## src/rtl/pattern_rx_if.sv

```systemverilog
// pattern_rx_if -- serial pattern receiver bus.
// Carries the serial input, frame qualifier and received-pattern outputs.
// The compare signals (exp_pat, clr_cnt, match, err_cnt) exist only when
// PATTERN_RX_CMP_EN is defined.
interface pattern_rx_if;
  logic        rx_in;
  logic        rx_frame;
  logic [7:0]  pat_out;
  logic        pat_valid;
  logic        busy;
  logic        frame_err;
`ifdef PATTERN_RX_CMP_EN
  logic [7:0]  exp_pat;
  logic        clr_cnt;
  logic        match;
  logic [15:0] err_cnt;
`endif

  // Driver side: produces the serial stream, observes the results.
  modport master (
    output rx_in, rx_frame,
`ifdef PATTERN_RX_CMP_EN
    output exp_pat, clr_cnt,
    input  match, err_cnt,
`endif
    input  pat_out, pat_valid, busy, frame_err
  );

  // Receiver side: the pattern_rx block itself.
  modport slave (
    input  rx_in, rx_frame,
`ifdef PATTERN_RX_CMP_EN
    input  exp_pat, clr_cnt,
    output match, err_cnt,
`endif
    output pat_out, pat_valid, busy, frame_err
  );
endinterface

```

## src/rtl/pattern_rx.sv

```systemverilog
// pattern_rx -- 8-bit LSB-first serial pattern receiver.
// A frame is rx_frame high for 8 cycles; the assembled byte is published on
// pat_out with a one-cycle pat_valid pulse. Short and overlong frames raise a
// one-cycle frame_err pulse. Optional feature macro PATTERN_RX_CMP_EN adds a
// registered compare against exp_pat and a saturating mismatch counter.
module pattern_rx (
  input  logic        clk,
  input  logic        rst,
  pattern_rx_if.slave bus
);

  localparam logic [1:0] IDLE  = 2'd0;
  localparam logic [1:0] SHIFT = 2'd1;
  localparam logic [1:0] HOLD  = 2'd2;

  logic [1:0] state_q, state_d;
  logic [2:0] bit_cnt_q, bit_cnt_d;
  logic [7:0] shift_q, shift_d;
  logic [7:0] pat_out_q, pat_out_d;
  logic       pat_valid_q, pat_valid_d;
  logic       frame_err_q, frame_err_d;
  // Remembers that the current overlong frame has already been flagged.
  logic       ovl_seen_q, ovl_seen_d;
  // High in the cycle whose edge completes a pattern.
  logic       pat_done;

  // Next-state, shift register and output pulse decode.
  always_comb begin
    // NOTE: every output of this block gets a default first, so no path can
    // leave a signal unassigned and infer a latch.
    state_d     = state_q;
    bit_cnt_d   = bit_cnt_q;
    shift_d     = shift_q;
    pat_out_d   = pat_out_q;
    pat_valid_d = 1'b0;
    frame_err_d = 1'b0;
    ovl_seen_d  = ovl_seen_q;
    pat_done    = 1'b0;

    case (state_q)
      IDLE: begin
        bit_cnt_d  = 3'd0;
        ovl_seen_d = 1'b0;
        if (bus.rx_frame) begin
          shift_d   = {7'd0, bus.rx_in};
          bit_cnt_d = 3'd1;
          state_d   = SHIFT;
        end
      end

      SHIFT: begin
        if (bus.rx_frame) begin
          shift_d[bit_cnt_q] = bus.rx_in;
          // Wraps to 0 after bit 7, so HOLD starts with a cleared counter.
          bit_cnt_d          = bit_cnt_q + 3'd1;
          if (bit_cnt_q == 3'd7) begin
            pat_out_d   = shift_d;
            pat_valid_d = 1'b1;
            pat_done    = 1'b1;
            state_d     = HOLD;
          end
        end else begin
          // Frame ended early: drop the partial byte, keep pat_out.
          frame_err_d = 1'b1;
          shift_d     = 8'd0;
          bit_cnt_d   = 3'd0;
          state_d     = IDLE;
        end
      end

      HOLD: begin
        if (bus.rx_frame) begin
          // Overlong frame: flag once, ignore the extra bits.
          frame_err_d = ~ovl_seen_q;
          ovl_seen_d  = 1'b1;
        end else begin
          ovl_seen_d = 1'b0;
          state_d    = IDLE;
        end
      end

      default: begin
        bit_cnt_d  = 3'd0;
        ovl_seen_d = 1'b0;
        state_d    = IDLE;
      end
    endcase
  end

  // State and output registers with synchronous reset.
  always_ff @(posedge clk) begin
    // NOTE: sequential state uses non-blocking assignments so every flop
    // samples the pre-edge values regardless of statement order.
    if (rst) begin
      // NOTE: the shift register is a handful of flops, not a memory, so it
      // is reset along with the rest of the state.
      state_q     <= IDLE;
      bit_cnt_q   <= 3'd0;
      shift_q     <= 8'd0;
      pat_out_q   <= 8'h00;
      pat_valid_q <= 1'b0;
      frame_err_q <= 1'b0;
      ovl_seen_q  <= 1'b0;
    end else begin
      state_q     <= state_d;
      bit_cnt_q   <= bit_cnt_d;
      shift_q     <= shift_d;
      pat_out_q   <= pat_out_d;
      pat_valid_q <= pat_valid_d;
      frame_err_q <= frame_err_d;
      ovl_seen_q  <= ovl_seen_d;
    end
  end

  assign bus.pat_out   = pat_out_q;
  assign bus.pat_valid = pat_valid_q;
  assign bus.frame_err = frame_err_q;
  assign bus.busy      = (state_q != IDLE);

`ifdef PATTERN_RX_CMP_EN
  logic        match_q, match_d;
  logic [15:0] err_cnt_q, err_cnt_d;

  // Compare the freshly completed pattern; clear beats a simultaneous count.
  always_comb begin
    match_d   = match_q;
    err_cnt_d = err_cnt_q;
    if (pat_done) begin
      match_d = (pat_out_d == bus.exp_pat);
      if ((pat_out_d != bus.exp_pat) && (err_cnt_q != 16'hFFFF))
        err_cnt_d = err_cnt_q + 16'd1;
    end
    if (bus.clr_cnt)
      err_cnt_d = 16'h0000;
  end

  // Compare result and mismatch counter registers.
  always_ff @(posedge clk) begin
    if (rst) begin
      match_q   <= 1'b0;
      err_cnt_q <= 16'h0000;
    end else begin
      match_q   <= match_d;
      err_cnt_q <= err_cnt_d;
    end
  end

  assign bus.match   = match_q;
  assign bus.err_cnt = err_cnt_q;
`else
  // Compare feature not built: pat_done only feeds the compare logic.
  logic unused_pat_done;
  assign unused_pat_done = pat_done;
`endif

endmodule

```

## src/flat_wrapper.sv

```systemverilog
// flat-port wrapper written by rule: the top's interface ports become plain ports
module pattern_rx_flat 
  (clk, rst, bus_rx_in, bus_rx_frame, bus_pat_out, bus_pat_valid, bus_busy, bus_frame_err);
  pattern_rx_if bus_i ();
  input  logic clk;
  input  logic rst;
  input wire logic [$bits(bus_i.rx_in)-1:0] bus_rx_in;
  input wire logic [$bits(bus_i.rx_frame)-1:0] bus_rx_frame;
  output wire logic [$bits(bus_i.pat_out)-1:0] bus_pat_out;
  output wire logic [$bits(bus_i.pat_valid)-1:0] bus_pat_valid;
  output wire logic [$bits(bus_i.busy)-1:0] bus_busy;
  output wire logic [$bits(bus_i.frame_err)-1:0] bus_frame_err;
  assign bus_i.rx_in = bus_rx_in;
  assign bus_i.rx_frame = bus_rx_frame;
  assign bus_pat_out = bus_i.pat_out;
  assign bus_pat_valid = bus_i.pat_valid;
  assign bus_busy = bus_i.busy;
  assign bus_frame_err = bus_i.frame_err;
  pattern_rx u_core (.clk(clk), .rst(rst), .bus(bus_i));
endmodule
```

## config.mk

```make
export PLATFORM = sky130hd
export DESIGN_NAME = pattern_rx_flat
export DESIGN_NICKNAME = d
export VERILOG_FILES = /design/src/rtl/pattern_rx_if.sv /design/src/rtl/pattern_rx.sv /design/src/flat_wrapper.sv
export SDC_FILE = /design/constraint.sdc
export NUM_CORES = 1
export LEC_CHECK = 0
export CAP_MARGIN = 20
export CORE_MARGIN = 2
export CORE_UTILIZATION = 41
export CTS_CLUSTER_DIAMETER = 50
export CTS_CLUSTER_SIZE = 20
export DETAILED_ROUTE_END_ITERATION = 6
export GPL_TIMING_DRIVEN = 0
export PLACE_DENSITY = 0.6
export SYNTH_ARGS = -nofsm -noshare
export SYNTH_HDL_FRONTEND = slang
export SYNTH_SLANG_ARGS = --single-unit
```

## constraint.sdc

```tcl
create_clock -name clk -period 1.77 [get_ports clk]
set_clock_uncertainty 0.05 [all_clocks]
set_input_delay 0.177 -clock clk [delete_from_list [all_inputs] [get_ports clk]]
set_output_delay 0.177 -clock clk [all_outputs]
set_load 0.01 [all_outputs]
```

==> run metrics <==
CP Class=reg -> reg; HPWL Detailed=1790 um; Worst-path clk slew=between 100 and 150 ps; Avg WL per Cell=13.5 um; Non-Filler Instances=roughly 190; post-synth top area cell=dfxtp_1; Lkg Pwr=~0.55 nW; Remaining Overflow, GRT=0; PortBufs=14; share of cells above drive strength 1=between 10 and 15%; cell count after placement=approximately 180; Die Ht=58.8 um; initial antenna violation count=0; effective utilization at floorplan=a little over two fifths; 1st-iter DRT viols=45; Total Routing Usage GR=roughly 16%; Fillers=around 270; Skew-Pair Late Insertion Delay=about 310 ps; IO Count=15; area delta synth->final=18.8%; via count=just over 1000; vias in the first global route=just over 900; largest net degree at the start of global routing=14; Ys Warns=0; core area=around 2800 um2; post-synth top area share=between 30% and 40%; CTS tree=yes; Worst Hold Class=reg -> reg; # rows=19; Synth Cell Area=~1200 um2; failing checks=DRC; post-synthesis cell count=around 140; Worst Path Arrival=between 1500 and 2000 ps; crit-path cells=inv_1 -> ha_1 -> buf_4 -> mux2_2 -> nor3b_1 -> nor3_1; crit-path max FO=10; CTS Sinks=24; drt pass-1 iters=6; die area=roughly 3500 um2; GPL Wtd Cong=around 0.79; Placed Area=around 1400 um2; slowest cell on the critical path=dfxtp_2; Area contributors post-synth=dfxtp_1 39%, mux2i_1 8.1%, ha_1 6.1%, nor2_1 6.1%, a22oi_1 4.3%; status=complete, but fails checks; DRC violations left=1; syn avg cell area=9.05 um2; Longest Clk Path Bufs=2; Yosys reg bits=24; register area share after synthesis=around two fifths; Worst setup EP type=flop; worst slew pin tran=548 ps; post-route cell area=around 1500 um2; Yosys cell types=29; CTS root buf=clkbuf_4; period utilisation layout=between 90 and 100%; Fmax=roughly 610 MHz; CP Data Required Time=slightly below 2000 ps; Final Hold Fails=0; Setup Viol. Count Final=0; ant diodes=0; max-cap violation count=0; Worst path max stage delay=360 ps; Num CTS Buffers=3; peak supply drop=between 0.4 and 0.5 mV; H-tree levels=1; Final #Nets=between 150 and 200; Final Max Tran Viols=0; global-route wire length before repair=4300 um; vias per std cell=roughly 5.5; min Tclk post-route=1650 ps; Die Wd=a little under 60 um; antenna viol nets, final=0; Worst slew margin=between 60% and 70%; syn_nets=about 150; routed wire length=roughly 2500 um; pwr dens=between 600 and 700 nW/um2; post-layout util=between 50% and 60%; critical path launch point type=flop
final cells by class:
class	count	area, um2	area share [%]
inverter	4	15.0	1.03
sequential	24	488	33.4
clock buffer	4	36.3	2.48
tap	31	38.8	2.65
timing repair buffer	15	146	10.0
buffer	10	55.1	3.76
multi-input combinational	98	683	46.7
metrics by stage:
step	setup TNS (ps)	hold WS, ps	setup slack [ps]	power, mW
3_5_place_dp	-21.8	406	-21.8	0.721
4_1_cts	0	424	59.0	1.01
3_3_place_gp	0	407	6.92	0.720
2_1_floorplan	0	199	224	0.677
6_report	0	423	121	0.993
5_1_grt	-0.0389	451	-0.0389	1.05
sequential cells by signal, indices dropped and copies added, names as in the netlist:
signal and count:
u_core.bus.frame_err 1, u_core.ovl_seen_q 1, u_core.bus.pat_out 8, u_core.state_q 2, u_core.bus.pat_valid 1, u_core.shift_q 8
u_core.bit_cnt_q 3
final timing paths:
check	start	endpoint	slack (ps)	depth (start not counted)
setup / recovery	u_core.state_q[1]	u_core.shift_q[0]	120	6
hold / removal	u_core.ovl_seen_q	u_core.ovl_seen_q	420	2
setup reg to reg	u_core.state_q[1]	u_core.shift_q[0]	120	6
hold reg to reg	u_core.ovl_seen_q	u_core.ovl_seen_q	420	2
synthesized netlist by cell type:
master and count:
dfxtp_1 24, nor2_1 20, mux2i_1 10, o21ai_0 8, a21oi_1 7, a22oi_1 7, a211oi_1 6, ha_1 6
and3_1 4, buf_4 4, clkbuf_1 4, inv_1 4, nor3b_1 4, and3b_1 3, nand2_1 3, nor2b_1 3
nor3b_2 3, a211oi_2 2, buf_2 2, nand2b_1 2, or3_1 2, a21o_1 1, mux2_2 1, nand3b_1 1
nor3_1 1, o211ai_1 1, o21a_1 1, o21ai_1 1, o31ai_1 1
cell usage in the layout (no fill, tap or decap), drive strengths merged:
cell type	count
mux2	1
dfxtp	24
nor3b	7
clkbuf	8
and3	4
nand2b	2
nand3b	1
buf	7
o31ai	1
inv	4
dlygate4sd2	1
a211oi	8
nor3	1
mux2i	10
a21oi	7
a22oi	7
nor2b	3
o211ai	1
or3	2
o21a	1
o21ai	9
and3b	3
a21o	1
clkdlybuf4s50	13
nor2	20
ha	6
nand2	3
worst max-delay path: cells and delay by family (launching register included):
kind / cells / cell delay, ps
fa+ha+maj: 1 / 240
flops: 1 / 360
mux: 1 / 330
simple gates: 2 / 340
buf+inv: 2 / 270
report_power, final:
part | switching, mW | total (mW) | internal (mW)
sequential | 0.00664 | 0.555 | 0.549
clock | 0.158 | 0.283 | 0.126
combinational | 0.0881 | 0.154 | 0.0659
repair_timing:
item | CTS | global route
pin swaps | 0 | 0
resized for setup | 5 | 2
hold buffers | 0 | 0
buffers inserted | 0 | 1
setup endpoints to repair | 2 | 1
cells by family after synthesis:
family	count (synthesis)	share of synthesized area, %
AND/OR/NAND/NOR	46	21.2
AO/OA/AOI/OAI	35	18.9
flip-flops	24	39.0
buffers and inverters	14	5.69
multiplexers	11	9.04
adder cells (fa/ha/maj)	6	6.10
layer usage:
metal | global-route usage [%] | up-vias | routed length [um]
li1 | - | 522 | -
met5 | 0 | - | 0
met4 | 2.92 | 0 | 17
met1 | 23.1 | 487 | 1270
met3 | 5.05 | 2 | 135
met2 | 24.1 | 18 | 1080
Note: power is estimated with default switching activity, not from simulation.
